## src/rtl/rot_pkg.sv

```systemverilog
// AHB-Lite encodings and state encoding shared by the rotation engine's bus master.
package rot_pkg;

  typedef enum logic [1:0] {
    HTRANS_IDLE   = 2'b00,
    HTRANS_BUSY   = 2'b01,
    HTRANS_NONSEQ = 2'b10,
    HTRANS_SEQ    = 2'b11
  } htrans_t;

  localparam logic [2:0] HBURST_INCR = 3'b001;
  localparam logic [2:0] HSIZE_BYTE  = 3'd0;
  localparam logic [2:0] HSIZE_HALF  = 3'd1;
  localparam logic [2:0] HSIZE_WORD  = 3'd2;

  typedef enum logic [2:0] {
    S_IDLE,
    S_ADDR,
    S_BURST,
    S_DRAIN,
    S_ERR
  } am_state_t;

  localparam logic [31:0] KB_BOUNDARY_MASK = 32'h0000_03FF;

  // True when an incremented address has just stepped onto a new 1 KB page.
  function automatic logic at_kb_boundary(input logic [31:0] addr);
    return (addr & KB_BOUNDARY_MASK) == 32'h0;
  endfunction

endpackage

```

## src/rtl/rot_ahb_master.sv

```systemverilog
// AHB-Lite INCR burst master: turns one sequencer command into a pipelined
// burst, enforcing the 1 KB boundary, BUSY insertion and two-cycle ERROR.
module rot_ahb_master
  import rot_pkg::*;
#(
  parameter int P_MAX_BEATS = 16,
  parameter int P_DATA_W    = 32
) (
  input  logic                I_AM_HCLK,
  input  logic                I_AM_RESET,
  input  logic                I_AM_CMD_VALID,
  output logic                O_AM_CMD_READY,
  input  logic [31:0]         I_AM_CMD_ADDR,
  input  logic [4:0]          I_AM_CMD_COUNT,
  input  logic [2:0]          I_AM_CMD_SIZE,
  input  logic                I_AM_CMD_WRITE,
  input  logic [P_DATA_W-1:0] I_AM_WDATA,
  input  logic                I_AM_WVALID,
  output logic                O_AM_WREADY,
  output logic [P_DATA_W-1:0] O_AM_RDATA,
  output logic                O_AM_RVALID,
  output logic [31:0]         O_AM_HADDR,
  output logic [1:0]          O_AM_HTRANS,
  output logic                O_AM_HWRITE,
  output logic [2:0]          O_AM_HSIZE,
  output logic [2:0]          O_AM_HBURST,
  output logic [P_DATA_W-1:0] O_AM_HWDATA,
  input  logic [P_DATA_W-1:0] I_AM_HRDATA,
  input  logic                I_AM_HREADY,
  input  logic                I_AM_HRESP,
  output logic                O_AM_BUSY,
  output logic                O_AM_DONE,
  output logic                O_AM_ERROR
);

  am_state_t             state_q, state_d;
  logic [31:0]           addr_q, addr_d;
  logic [2:0]            size_q, size_d;
  logic                  write_q, write_d;
  logic [4:0]            addr_left_q, addr_left_d;
  logic [4:0]            data_left_q, data_left_d;
  logic                  dphase_q, dphase_d;
  logic [P_DATA_W-1:0]   hwdata_q, hwdata_d;
  logic [P_DATA_W-1:0]   rdata_q, rdata_d;
  logic                  rvalid_q, rvalid_d;
  logic                  done_q, done_d;
  logic                  error_q, error_d;
  logic                  ready_q, ready_d;

  htrans_t               htrans;
  logic                  addr_accept;
  logic                  data_ok;
  logic                  data_err;
  logic                  cmd_accept;
  logic                  cmd_illegal;
  logic [31:0]           addr_inc;

  // Bus-facing decode: transfer type and which pipeline stages complete this cycle.
  always_comb begin
    cmd_accept  = ready_q && I_AM_CMD_VALID;
    cmd_illegal = (I_AM_CMD_COUNT == 5'd0) || (int'(I_AM_CMD_COUNT) > P_MAX_BEATS) ||
                  (I_AM_CMD_SIZE > HSIZE_WORD);
    addr_inc    = addr_q + (32'd1 << size_q);

    htrans = HTRANS_IDLE;
    case (state_q)
      S_ADDR:  if (!write_q || I_AM_WVALID) htrans = HTRANS_NONSEQ;
      S_BURST: begin
        if (write_q && !I_AM_WVALID)  htrans = HTRANS_BUSY;
        else if (at_kb_boundary(addr_q)) htrans = HTRANS_NONSEQ;
        else                           htrans = HTRANS_SEQ;
      end
      default: htrans = HTRANS_IDLE;
    endcase

    addr_accept = I_AM_HREADY && ((htrans == HTRANS_NONSEQ) || (htrans == HTRANS_SEQ));
    data_err    = dphase_q && I_AM_HRESP;
    data_ok     = dphase_q && I_AM_HREADY && !I_AM_HRESP;
  end

  // NOTE: every variable gets its default first so no path through this block
  // leaves one unassigned, which would otherwise infer a latch.
  always_comb begin
    state_d     = state_q;
    addr_d      = addr_q;
    size_d      = size_q;
    write_d     = write_q;
    addr_left_d = addr_left_q;
    data_left_d = data_left_q;
    dphase_d    = dphase_q;
    hwdata_d    = hwdata_q;
    rdata_d     = rdata_q;
    rvalid_d    = 1'b0;
    done_d      = 1'b0;
    error_d     = error_q;

    if (addr_accept && addr_left_q != 5'd0) begin
      addr_d      = addr_inc;
      addr_left_d = addr_left_q - 5'd1;
    end
    if (I_AM_HREADY) dphase_d = addr_accept;
    if (addr_accept && write_q) hwdata_d = I_AM_WDATA;
    if (data_ok && !write_q) begin
      rvalid_d = 1'b1;
      rdata_d  = I_AM_HRDATA;
    end
    if (data_ok && data_left_q != 5'd0) data_left_d = data_left_q - 5'd1;

    case (state_q)
      S_IDLE: begin
        if (cmd_accept) begin
          error_d = cmd_illegal;
          if (cmd_illegal) begin
            done_d = 1'b1;
          end else begin
            addr_d      = I_AM_CMD_ADDR;
            size_d      = I_AM_CMD_SIZE;
            write_d     = I_AM_CMD_WRITE;
            addr_left_d = I_AM_CMD_COUNT;
            data_left_d = I_AM_CMD_COUNT;
            state_d     = S_ADDR;
          end
        end
      end
      S_ADDR: begin
        if (addr_accept) state_d = (addr_left_q == 5'd1) ? S_DRAIN : S_BURST;
      end
      S_BURST, S_DRAIN: begin
        // An ERROR response (including the illegal single-cycle form) cancels the rest.
        if (data_err) begin
          state_d = S_ERR;
          done_d  = 1'b1;
          error_d = 1'b1;
        end else if (data_ok && data_left_q == 5'd1) begin
          state_d = S_IDLE;
          done_d  = 1'b1;
        end else if (state_q == S_BURST && addr_accept && addr_left_q == 5'd1) begin
          state_d = S_DRAIN;
        end
      end
      S_ERR: begin
        dphase_d = 1'b0;
        state_d  = S_IDLE;
      end
      default: state_d = S_IDLE;
    endcase

    ready_d = (state_d == S_IDLE) && !done_d;
  end

  // NOTE: sequential state uses non-blocking assignments so every flop samples
  // the pre-edge values regardless of statement order.
  always_ff @(posedge I_AM_HCLK or posedge I_AM_RESET) begin
    if (I_AM_RESET) begin
      state_q     <= S_IDLE;
      addr_q      <= '0;
      size_q      <= '0;
      write_q     <= 1'b0;
      addr_left_q <= '0;
      data_left_q <= '0;
      dphase_q    <= 1'b0;
      hwdata_q    <= '0;
      rdata_q     <= '0;
      rvalid_q    <= 1'b0;
      done_q      <= 1'b0;
      error_q     <= 1'b0;
      ready_q     <= 1'b0;
    end else begin
      state_q     <= state_d;
      addr_q      <= addr_d;
      size_q      <= size_d;
      write_q     <= write_d;
      addr_left_q <= addr_left_d;
      data_left_q <= data_left_d;
      dphase_q    <= dphase_d;
      hwdata_q    <= hwdata_d;
      rdata_q     <= rdata_d;
      rvalid_q    <= rvalid_d;
      done_q      <= done_d;
      error_q     <= error_d;
      ready_q     <= ready_d;
    end
  end

  assign O_AM_CMD_READY = ready_q;
  assign O_AM_WREADY    = addr_accept && write_q;
  assign O_AM_RDATA     = rdata_q;
  assign O_AM_RVALID    = rvalid_q;
  assign O_AM_HADDR     = addr_q;
  assign O_AM_HTRANS    = htrans;
  assign O_AM_HWRITE    = write_q;
  assign O_AM_HSIZE     = size_q;
  assign O_AM_HBURST    = HBURST_INCR;
  assign O_AM_HWDATA    = hwdata_q;
  assign O_AM_BUSY      = (state_q != S_IDLE);
  assign O_AM_DONE      = done_q;
  assign O_AM_ERROR     = error_q;

endmodule

```

## config.mk

```make
export PLATFORM = sky130hd
export DESIGN_NAME = rot_ahb_master
export DESIGN_NICKNAME = d
export VERILOG_FILES = /design/src/rtl/rot_pkg.sv /design/src/rtl/rot_ahb_master.sv
export SDC_FILE = /design/constraint.sdc
export NUM_CORES = 1
export LEC_CHECK = 0
export ABC_AREA = 1
export CORE_AREA = 4 4 117 119
export CTS_BUF_LIST = sky130_fd_sc_hd__clkbuf_2 sky130_fd_sc_hd__clkbuf_4 sky130_fd_sc_hd__clkbuf_8
export DETAILED_ROUTE_END_ITERATION = 8
export DIE_AREA = 0 0 121 123
export GPL_TIMING_DRIVEN = 1
export MAX_ROUTING_LAYER = met4
export PLACE_DENSITY_LB_ADDON = 0.12
export SLEW_MARGIN = 40
export SYNTH_ARGS = -nofsm -noshare
export SYNTH_HDL_FRONTEND = slang
export SYNTH_SLANG_ARGS = --single-unit
```

## constraint.sdc

```tcl
create_clock -name I_AM_HCLK -period 13.01 [get_ports I_AM_HCLK]
set_clock_uncertainty 0.15 [all_clocks]
set_input_delay 3.903 -clock I_AM_HCLK [delete_from_list [all_inputs] [get_ports I_AM_HCLK]]
set_output_delay 3.903 -clock I_AM_HCLK [all_outputs]
set_load 0.05 [all_outputs]
```

; ---- Word-level counts from Yosys, hierarchy flattened
; Cells that the tools add are included.
[totals]
ff_bits = 118
rom_bits = 0
n_memories = 0
latchBits = 0
input_bits = 111
ram_bits = 0
[classes]
mul = 0
n_div = 0
n_reduce_logical = 34
n_eq_ne = 10
addsub = 3
bitwise = 1
mux = 35
shift = 1
order_cmp = 2
[ops]
columns = op, n
row1 = two-way mux 32 bit, 4
row2 = two-way mux 5 bit, 8
row3 = adder 32 bit, 1
row4 = logical NOT 32 bit, 1
row5 = << shifter 1 x 3 -> 32 bit (first input constant), 1
row6 = two-way mux 3 bit, 6
row7 = logical AND 1 bit, 14
row8 = two-way mux 1 bit, 11
row9 = == test 5 x 1 -> 1 bit (second input constant), 2
row10 = nonzero test 5 bit, 2
row11 = subtractor 5 x 1 -> 5 bit (second input constant), 2
row12 = one-hot mux 3 bit (3 select lines), 1
row13 = == test 3 x 2 -> 1 bit (second input constant), 2
row14 = logical NOT 3 bit, 2
row15 = AND reduction 3 bit, 2
row16 = greater-than comparator 5 bit (second input constant), 1
row17 = logical NOT 5 bit, 1
row18 = == test 2 bit (second input constant), 2
row19 = logical NOT 1 bit, 4
row20 = logical OR 1 bit, 4
row21 = two-way mux 2 bit, 2
row22 = inequality test 2 bit (second input constant), 2
row23 = one-hot mux 1 bit (2 select lines), 2
row24 = one-hot mux 2 bit (2 select lines), 1
row25 = 7 further kinds, 8

; ---- Depth between registers and ports, before layout
[logic_depth]
ltp_word = 15
mapped_depth = 17
depth_no_buf = 17

; ---- Worst setup path after synthesis
; No wires, ideal clock.
[synth_path]
path_type = input -> output
startpoint = input I_AM_WVALID
endpoint = output O_AM_HTRANS[0]
t_required_ns = 8.957
t_arrival_ns = 5.247
n_path_buf = 0
stages = 4
path_slack_ns = 3.710
cell_sequence = or2_2 inv_1 nor3_1 a31oi_1
[synth_between]
elab_chain_len = 4
[synth_lines]
columns = item, line
row1 = from (decl), rot_ahb_master.sv:18  ; input logic I_AM_WVALID,
row2 = logical NOT 1 bit, rot_ahb_master.sv:69  ; if (write_q && !I_AM_WVALID) htrans = HTRANS_BUSY;
row3 = logical AND 1 bit, rot_ahb_master.sv:69
row4 = two-way mux 2 bit, rot_ahb_master.sv:69
row5 = one-hot mux 2 bit (2 select lines), rot_ahb_master.sv:66  ; case (state_q)
row6 = to (decl), rot_ahb_master.sv:23  ; output logic [1:0] O_AM_HTRANS,
; No other way between the ends.

; ---- Worst setup path after layout
[layout_path]
startpoint = input I_AM_WVALID
endpoint = output O_AM_WREADY
[layout_between]
elab_chain_len = 8
word_cells_on_any_way = 11
[layout_lines]
columns = item, line
row1 = logical NOT 1 bit, rot_ahb_master.sv:69
row2 = logical AND 1 bit, rot_ahb_master.sv:69
row3 = two-way mux 2 bit, rot_ahb_master.sv:69
row4 = one-hot mux 2 bit (2 select lines) *, rot_ahb_master.sv:66
row5 = == test 2 bit, rot_ahb_master.sv:76  ; addr_accept = I_AM_HREADY && ((htrans == HTRANS_NONSEQ) || (htrans == HTRANS_SEQ));
row6 = logical OR 1 bit *, rot_ahb_master.sv:76
row7 = logical AND 1 bit *, rot_ahb_master.sv:76
row8 = logical AND 1 bit *, rot_ahb_master.sv:186  ; assign O_AM_WREADY = addr_accept && write_q;
row9 = to (decl), rot_ahb_master.sv:19  ; output logic O_AM_WREADY,
; Mark *: on every way between the ends. The rest lies on a longest branch, timed or not.

==> key figures <==
Power and ir drop
  – Power after layout: 737 uW
  – Peak supply drop: 0.0619 mV
  – Power Density: 82.0 nW/um2
  – Pleak: 4.52 nW

STA
  – Slew @ Worst Pin: 0.730 ns
  – Slew Viols, Final: 0
  – Min Hold Slack: 0.319 ns
  – Final worst path period share: 76.7%
  – # setup viols final: 0
  – Total negative slack: 0 ns
  – RSZ-0062 raised after global routing: false
  – Final Hold Vio Count: 0
  – Fmax: 100 MHz
  – Tmin final: 9.97 ns
  – Max_slew headroom: 51.2%

Worst setup path
  – Worst r2r path cells: 16
  – Critical Path AT: 5.92 ns
  – WP buf/inv: 3
  – Setup Crit Path Kind: in -> out
  – Max FO, Critical Path: 34
  – CP most frequent cell: clkdlybuf4s50_1
  – Cell depth of the worst setup path: 6
  – Startpoint Class: input port
  – Delay-heaviest family, CP: buffers and inverters
  – Crit path cell chain: clkdlybuf4s50_1, or2_2, nand3_4, nor2_2, buf_4, clkdlybuf4s50_1
  – Slowest-stage cell, CP: clkdlybuf4s50_1
  – Max incr delay on CP: 0.87 ns
  – CP endpoint kind: output pin
  – CP required: 8.96 ns

GRT
  – Top Usage Layer GRT: met2
  – Grt met1 use: 29.6%
  – Total global routing overflow: 0
  – GR Util met3: 5.44%
  – Largest net degree at the start of global routing: 65
  – Vias in the first global route: 5783
  – Initial antenna violation count: 0
  – Met2 usage: 38.1%
  – Tot GR Track Use: 23.8%
  – First-pass GRT wire length: 27200 um

Placed design
  – Area after DPL: 8590 um2
  – HPWL after detailed placement: 12800 um
  – Buffers added on ports: 218
  – Routability cong.: 0.934

Layout
  – Total Nets Final: 1190
  – Design Area, Final: 8980 um2
  – Diode count: 0
  – P&R area growth vs syn: 42.2%
  – Layout cell share with drive strength beyond 1: 5.47%

Die
  – Die Wd: 121 um
  – Row cnt: 41
  – # IOs: 222
  – Core area: 12600 um2
  – Chip height: 123 um
  – Initial core utilization: 50.2%
  – Die area: 14900 um2

Drt
  – DR iter-0 viols: 483
  – Final ANT Viol Nets: 0
  – Vias/cell: 4.90
  – Vias post-DR: 6127
  – TritonRoute pass-1 iters: 5
  – DR WL/cell: 13.8 um
  – # DRC: 0
  – Drt total wl: 17300 um

Synthesis
  – List of most frequent post-synthesis cells: nand2_1 (372), dfrtp_1 (118), inv_1 (84)
  – Number of synthesized flops with an enable pin: 0
  – Synth top area share: 46.8%
  – Synthesized area: 6310 um2
  – Cell count after synthesis: 852
  – Yosys reg bits: 118
  – Ys async rst share: 100%
  – Synth area leader: dfrtp_1
  – Synth top area cells: dfrtp_1 (47%), nand2_1 (22%), inv_1 (5.0%)
  – Avg Synthesized Cell Area: 7.41 um2
  – Top-count cell post-synth: nand2_1
  – Netlist cell types: 41
  – Synth Flop Type: dfrtp_1
  – Synthesis Warnings: 0
  – Sequential share of the synthesized area: 46.8%

CTS
  – CTS root buf: clkbuf_8
  – CTS buffer count: 17
  – Reg clk slew, reported paths: 0.07 ns
  – Worst-Skew Late Latency: 0.43 ns
  – Max H-tree Level: 4
  – CTS Buffer Depth: 2
  – # clock sinks: 118
  – Hold_buf cts: 0
  – CTS tree: done
  – Post-CTS resize count: 0
  – # Post-CTS Setup Buffers: 0

Min path
  – HP Class: reg -> reg
  – Hold path depth: 2

Flow run
  – Number of max-cap violations: 0

Status
  – Status: completed
## through the flow
step / cells / util [%] / setup WS, ns
2_1_floorplan: 853 / - / 3.71
3_3_place_gp: 1219 / 68.3 / 3.03
3_5_place_dp: 1219 / 68.3 / 3.03
4_1_cts: 1250 / 71.4 / 3.03
5_1_grt: 1250 / 71.4 / 2.95
6_report: 1250 / 71.4 / 3.04
## sequential cells by signal, summed over array words and instances, names as in the netlist, 3 cells and up
signal / cells
O_AM_HADDR: 32
O_AM_HSIZE: 3
O_AM_HWDATA: 32
O_AM_RDATA: 32
addr_left_q: 5
data_left_q: 5
state_q: 3
## power by group
| part | switching, mW | internal (mW) | total [mW] |
|---|---|---|---|
| combinational | 0.0146 | 0.0294 | 0.0440 |
| clock | 0.142 | 0.184 | 0.326 |
| sequential | 0 | 0.367 | 0.367 |
| total | 0.156 | 0.580 | 0.737 |
## final timing paths
path                                 from             end  slack, ns
max in group asynchronous      I_AM_RESET  O_AM_HWDATA[9]       7.93
max reg2reg                 O_AM_HSIZE[1]  O_AM_HADDR[22]      10.09
max                           I_AM_WVALID     O_AM_WREADY       3.04
min in group asynchronous      I_AM_RESET   O_AM_RDATA[7]       3.78
min reg2reg                O_AM_HWDATA[9]  O_AM_HWDATA[9]       0.32
min                        O_AM_HWDATA[9]  O_AM_HWDATA[9]       0.32
## cells by family after synthesis
group / count (synthesis) / synth area share, %
AOI/OAI and AO/OA: 59 / 5.33
xor gates and xnor gates: 16 / 2.22
adders and majority gates: 13 / 2.70
buffers and inverters: 115 / 7.79
DFF: 118 / 46.8
other: 2 / 0.119
and+or+nand+nor: 529 / 35.1
## worst reg2reg max path: stages, from the launching register on
cell     delay [ns]
dfrtp_1        0.43
nor3_1         0.23
ha_1           0.25
inv_1          0.07
fa_1           0.40
inv_1          0.09
nand3_1        0.06
nand3_1        0.14
nand2_1        0.07
nand2_1        0.25
nand2_2        0.14
inv_1          0.20
nand3_1        0.09
nand2_1        0.07
nand2_1        0.06
nand2_1        0.05
nand2_1        0.05
## metal layers
metal,vias to the layer above,part of all wire (%)
li1,3080,-
met1,2784,42
met2,231,49
met3,32,6.4
met4,0,2.7
met5,-,0
## area by class of cell
cell class / count / area, um2
inverter: 87 / 332
fill: 1031 / 3590
clock inverter: 9 / 103
sequential: 118 / 2950
multi-input combinational: 620 / 2880
tap: 172 / 215
clock buffer: 22 / 284
timing repair buffer: 222 / 2220
## placed cells by master (no fill, tap or decap), types with 4 or more instances in the layout
cell             netlist  routed
o21ai_0               25      25
xor2_1                13      13
nand2_2                4       4
a31oi_1                4       4
a21oi_1               12      12
nor3_1                19      19
o21ai_1                5       5
nand2_1              372     372
clkdlybuf4s50_1        0     218
clkbuf_8               0      19
ha_1                  12      12
or2_0                  5       5
inv_1                 84      82
dfrtp_1              118     118
clkinv_2               0       4
o211ai_1               5       5
nor2_1                58      56
nand4_1               13      13
nand3_1               41      41
No activity file was read; power rests on OpenSTA's default activity.
==> patch 1 (same settings) <==
Put one more register stage on the output `O_AM_ERROR`. The value now appears one clock later. The other outputs are not delayed to match.
--- a/src/rtl/rot_ahb_master.sv
+++ b/src/rtl/rot_ahb_master.sv
@@ -196,3 +196,5 @@
   assign O_AM_DONE      = done_q;
-  assign O_AM_ERROR     = error_q;
+  always_ff @(posedge I_AM_HCLK) begin
+    O_AM_ERROR <= error_q;
+  end
 
Function: changed (a bounded check fails within 4 cycles, from zero or initial values and one cycle with I_AM_RESET high).
==> patch 1 against the original RTL <==
Power rose by 4.9%. Sequential cell count is 1 higher. Design area is 0.68% higher. Fmax is 0.56% lower. Wire length grew 4.1%. Global-route usage increased by 1.4 points. Core utilization rose by 0.49 points. Sequential share of layout area about the same. Area after synthesis is 0.32% higher. Cell count rose by 0.24%. Setup slack worse by 56 ps. Critical path type unchanged. Critical endpoint unchanged. Highest routed layer unchanged.
==> patch 1: results (changes against the original RTL) <==
- Setup Buffers After CTS: 0 (unchanged)
- CTS Root Cell: clkbuf_8
- Antenna violations before repair: 0 (unchanged)
- Filler Cells Inserted: 1068 (+3.6%)
- Routed WL: 18.01 mm (+4.1%)
- Critical path's top delay family: buffers and inverters
- Final-stage net count: 1191 (+0.084%)
- Worst-skew pair later-pin latency: 440 ps
- Met3 wire length: 996 um (-9.5%)
- CP peak stage delay: 880 ps
- CTS resizes: 0 (unchanged)
- Share of post-route cells with drive strength above 1: 5.556% (+0.082 points)
- Slew margin rel.: 50.30% (-0.89 points)
- Count of cell types in the netlist: 42 (+2.4%)
- Avg Vias per Cell: 4.941 (+0.80%)
- Status: finished clean
- CP max FO: 34 (unchanged)
- Initial drt markers: 360 (-25%)
- Buffers on Ports: 218 (unchanged)
- Max VDD drop: 0.07409 mV (+20%)
- Global-route wire length before repair: 28.84 mm (+6.1%)
- Global Route Usage Sum: 25.26% (+1.4 points)
- Clock-pin slew on the worst setup and hold paths: 70 ps (about the same)
- Top sig layer: met4
- Slew Limit Fails: 0 (unchanged)
- Clock buffer count from CTS: 17 (unchanged)
- Top cells by count, synth: nand2_1 (372), dfrtp_1 (118), inv_1 (84), nor2_1 (58), nand3_1 (41)
- Clock tree buffer depth: 2 (unchanged)
- Seq/Total Area, Yosys: 46.96% (+0.17 points)
- H-tree Lvls: 4 (unchanged)
- CP max-delay cell: clkdlybuf4s50_1
- First drt pass iteration count: 5 (unchanged)
- Pint: 0.6116 mW (+5.4%)
- Core Area: 12570 um^2 (unchanged)
- Post-DP HPWL: 13.38 mm (+4.2%)
- Async S/R FF share, synth: 99.16% (-0.84 points)
- Synth area leaders: dfrtp_1 (47%), nand2_1 (22%), inv_1 (5.0%)
- Largest net degree at the start of global routing: 74 (+14%)
- Leakage: 4.552 nW (+0.66%)
- Hold WC Path Type: reg2reg
- Gpl congestion: 0.9447 (+1.1%)
- Met2 Wirelength: 8.681 mm (+2.4%)
- Number of synthesis warnings: 0 (unchanged)
- Crit path DAT: 5980 ps (+60 ps)
- Vias in the first global route: 6018 (+4.1%)
- M1 wire length: 7.896 mm (+8.9%)
- Placed Area: 8611 um^2 (+0.28%)
==> patch 1: cell count changes in the layout (fill, tap and decap cells not counted), sizes merged <==
cell / before / now
bufinv: 2 / 3
clkbuf: 22 / 24
clkinv: 4 / 3
clkinvlp: 3 / 2
dfxtp: 0 / 1
diode: 0 / 1
==> patch 1: path summary, 6_finish.rpt <==
path	cells past startpoint	endpoint	slack (ps)	from
setup / recovery	6	O_AM_WREADY	2980	I_AM_WVALID
hold / removal	0	O_AM_ERROR	230	error_q
setup reg to reg	15	O_AM_HADDR[18]	10070	O_AM_HSIZE[0]
hold reg to reg	0	O_AM_ERROR	230	error_q
max in group asynchronous	3	O_AM_RDATA[2]	7930	I_AM_RESET
min in group asynchronous	2	O_AM_RDATA[16]	3740	I_AM_RESET
==> patch 1: power by group through the flow <==
| stage | clock network, mW | registers [mW] | logic (mW) |
|---|---|---|---|
| floorplan | 0 | 0.377 | 0.00897 |
| global placement | 0 | 0.377 | 0.0443 |
| detailed placement | 0 | 0.377 | 0.0447 |
| CTS | 0.364 | 0.370 | 0.0448 |
| global route | 0.383 | 0.370 | 0.0473 |
| finish | 0.359 | 0.370 | 0.0441 |
==> patch 1: layer usage <==
metal	vias up	track usage [%]
li1	3080	-
met1	2886	32.03
met2	191	39.94
met3	34	5.352
met4	0	9.986
met5	-	-
==> patch 1: metrics by stage <==
step	total power [mW]	hold slack (ps)	setup WS, ps	util (%)	std cells
after floorplan	0.3859	197.4	3710	-	854
after global placement	0.4212	209.9	3004	68.46	1220
after detailed placement	0.4215	218.4	2993	68.51	1220
after CTS	0.7789	234.7	2980	71.90	1252
after global routing	0.7995	259.5	2888	71.90	1252
final	0.7730	234.7	2980	71.92	1253
==> patch 1: area by class of cell <==
| class | count | area share, % |
|---|---|---|
| diodes | 1 | 0.02769 |
| clock buffers | 24 | 3.378 |
| clock inverters | 8 | 1.329 |
| inverters | 87 | 3.668 |
| multi-input cells | 620 | 31.81 |
| flip-flops and latches | 119 | 32.89 |
| well taps | 172 | 2.381 |
| repair buffers | 222 | 24.52 |
==> patch 1: cells by family (layout without fill, tap and decap cells) <==
kind of cell	after synthesis	after routing	share of synthesized area, %
xor+xnor	16	16	2.214
buf+inv	115	341	7.767
simple gates	529	529	34.94
other cells	2	4	0.1186
flops	119	119	46.96
fa+ha+maj	13	13	2.688
compound gates	59	59	5.316
==> patch 2 (same flow settings) <==
Made on the original files. Change the parameter `P_DATA_W` from 32 to 28.
--- a/src/rtl/rot_ahb_master.sv
+++ b/src/rtl/rot_ahb_master.sv
@@ -6,3 +6,3 @@
   parameter int P_MAX_BEATS = 16,
-  parameter int P_DATA_W    = 32
+  parameter int P_DATA_W    = 28
 ) (
Ports: changed (resized I_AM_HRDATA, I_AM_WDATA, O_AM_HWDATA and O_AM_RDATA); port bits go from 222 to 206. No check against the original RTL was run, so the function may have changed too.
==> patch 2 against the original RTL <==
Combinational power shrank 5.2%. Largest cell class is now multi-input combinational cells. Core utilization shrank 4.1 points. Synthesized cell count shrank 2.0%. Critical path depth is the same. Power shrank 18%. Design area shrank 5.7%. Sequential cell count shrank 8. Area after synthesis shrank 3.3%. Highest routed layer unchanged. Wire length shrank 2.3%. Fmax shrank 0.19%. Worst hold slack gained 9.7 ps. Setup slack lost 19 ps.
==> patch 2: results (changes against the original RTL) <==
- Status: finished clean
- Hold Path End: O_AM_RDATA[11]
- Buffering overhead: 24.48% (-0.20 points)
- Global Route Usage Sum: 23.51% (-0.33 points)
- Largest net degree at the start of global routing: 60 (-7.7%)
- Filler Cells Inserted: 1134 (+10%)
- Vias in the first global route: 5557 (-3.9%)
- Synth Area in Adders: 2.788% (+0.092 points)
- Leakage: 4.335 nW (-4.1%)
- Count of cell types in the netlist: 38 (-7.3%)
- Global-route wire length before repair: 27.23 mm (+0.18%)
- Multi-In Gates: 614 (-0.97%)
- Met2 usage: 37.58% (-0.52 points)
- Switching Power: 0.1362 mW (-13%)
- Max VDD drop: 0.05801 mV (-6.3%)
- Sequential cell power: 0.342 mW (-6.8%)
- Clock-pin slew on the worst setup and hold paths: 100 ps (+30 ps)
- CP max FO: 30 (-12%)
- Met3 wire length: 981 um (-11%)
- Reg-to-reg endpoint: O_AM_HADDR[16]
- FF-to-FF setup slack: 10130 ps (+40 ps)
- Met1 global-route usage: 30.52% (+0.89 points)
- Plain + repair buffers: 207 (-6.8%)
- Met3 Usage GRT: 4.209% (-1.2 points)
- Clk. pwr: 0.224 mW (-31%)
- Seq/total area: 32.52% (-0.37 points)
- Share of post-route cells with drive strength above 1: 4.453% (-1.0 points)
- Gpl congestion: 0.9578 (+2.5%)
- Post-DP HPWL: 12.70 mm (-1.1%)
- Seq/Total Area, Yosys: 45.10% (-1.7 points)
- Clock Buffer Count: 11 (-50%)
- Synth area leaders: dfrtp_1 (45%), nand2_1 (22%), inv_1 (5.0%)
- Reg2reg path depth: 15 (-1)
- Final WS setup: 3017 ps (-19.19 ps)
- Worst-skew pair later-pin latency: 390 ps (-40 ps)
- Top cells by count, synth: nand2_1 (351), dfrtp_1 (110), inv_1 (82), nor2_1 (63), nand3_1 (48)
- Clock-cell share: 2.572% (-1.7 points)
- DR vias: 5832 (-4.8%)
- Met2 Wirelength: 8.038 mm (-5.2%)
- Synth Area in XOR/XNOR: 1.866% (-0.35 points)
- Initial drt markers: 384 (-20%)
- Seq_cells: 110 (-6.8%)
- H-tree Lvls: 3 (-1)
- Buffers on Ports: 202 (-7.3%)
[patch 2: cell types whose count changed after synthesis, moves of 5 or more]
cell / change
a21oi_1: +6
clkbuf_1: -5
dfrtp_1: -8
nand2_1: -21
nand3_1: +7
nor2_1: +5
[patch 2: worst register-to-register path, delay by kind of cell (launching register included)]
family / cells / cell delay [ps]
fa+ha+maj: 2 / 690
flops: 1 / 480
buf+inv: 2 / 200
simple gates: 11 / 1300
[patch 2: stage by stage]
step | std cells | instance area, um^2 | hold WS, ps | total power [mW] | util, %
floorplan | 836 | 6107 | 313.7 | 0.3570 | -
global route | 1205 | 8464 | 353.1 | 0.6276 | 67.35
global placement | 1189 | 8224 | 302.1 | 0.3897 | 65.44
finish | 1205 | 8464 | 329.0 | 0.6075 | 67.35
CTS | 1205 | 8464 | 331.9 | 0.6134 | 67.35
detailed placement | 1190 | 8247 | 307.0 | 0.3906 | 65.61
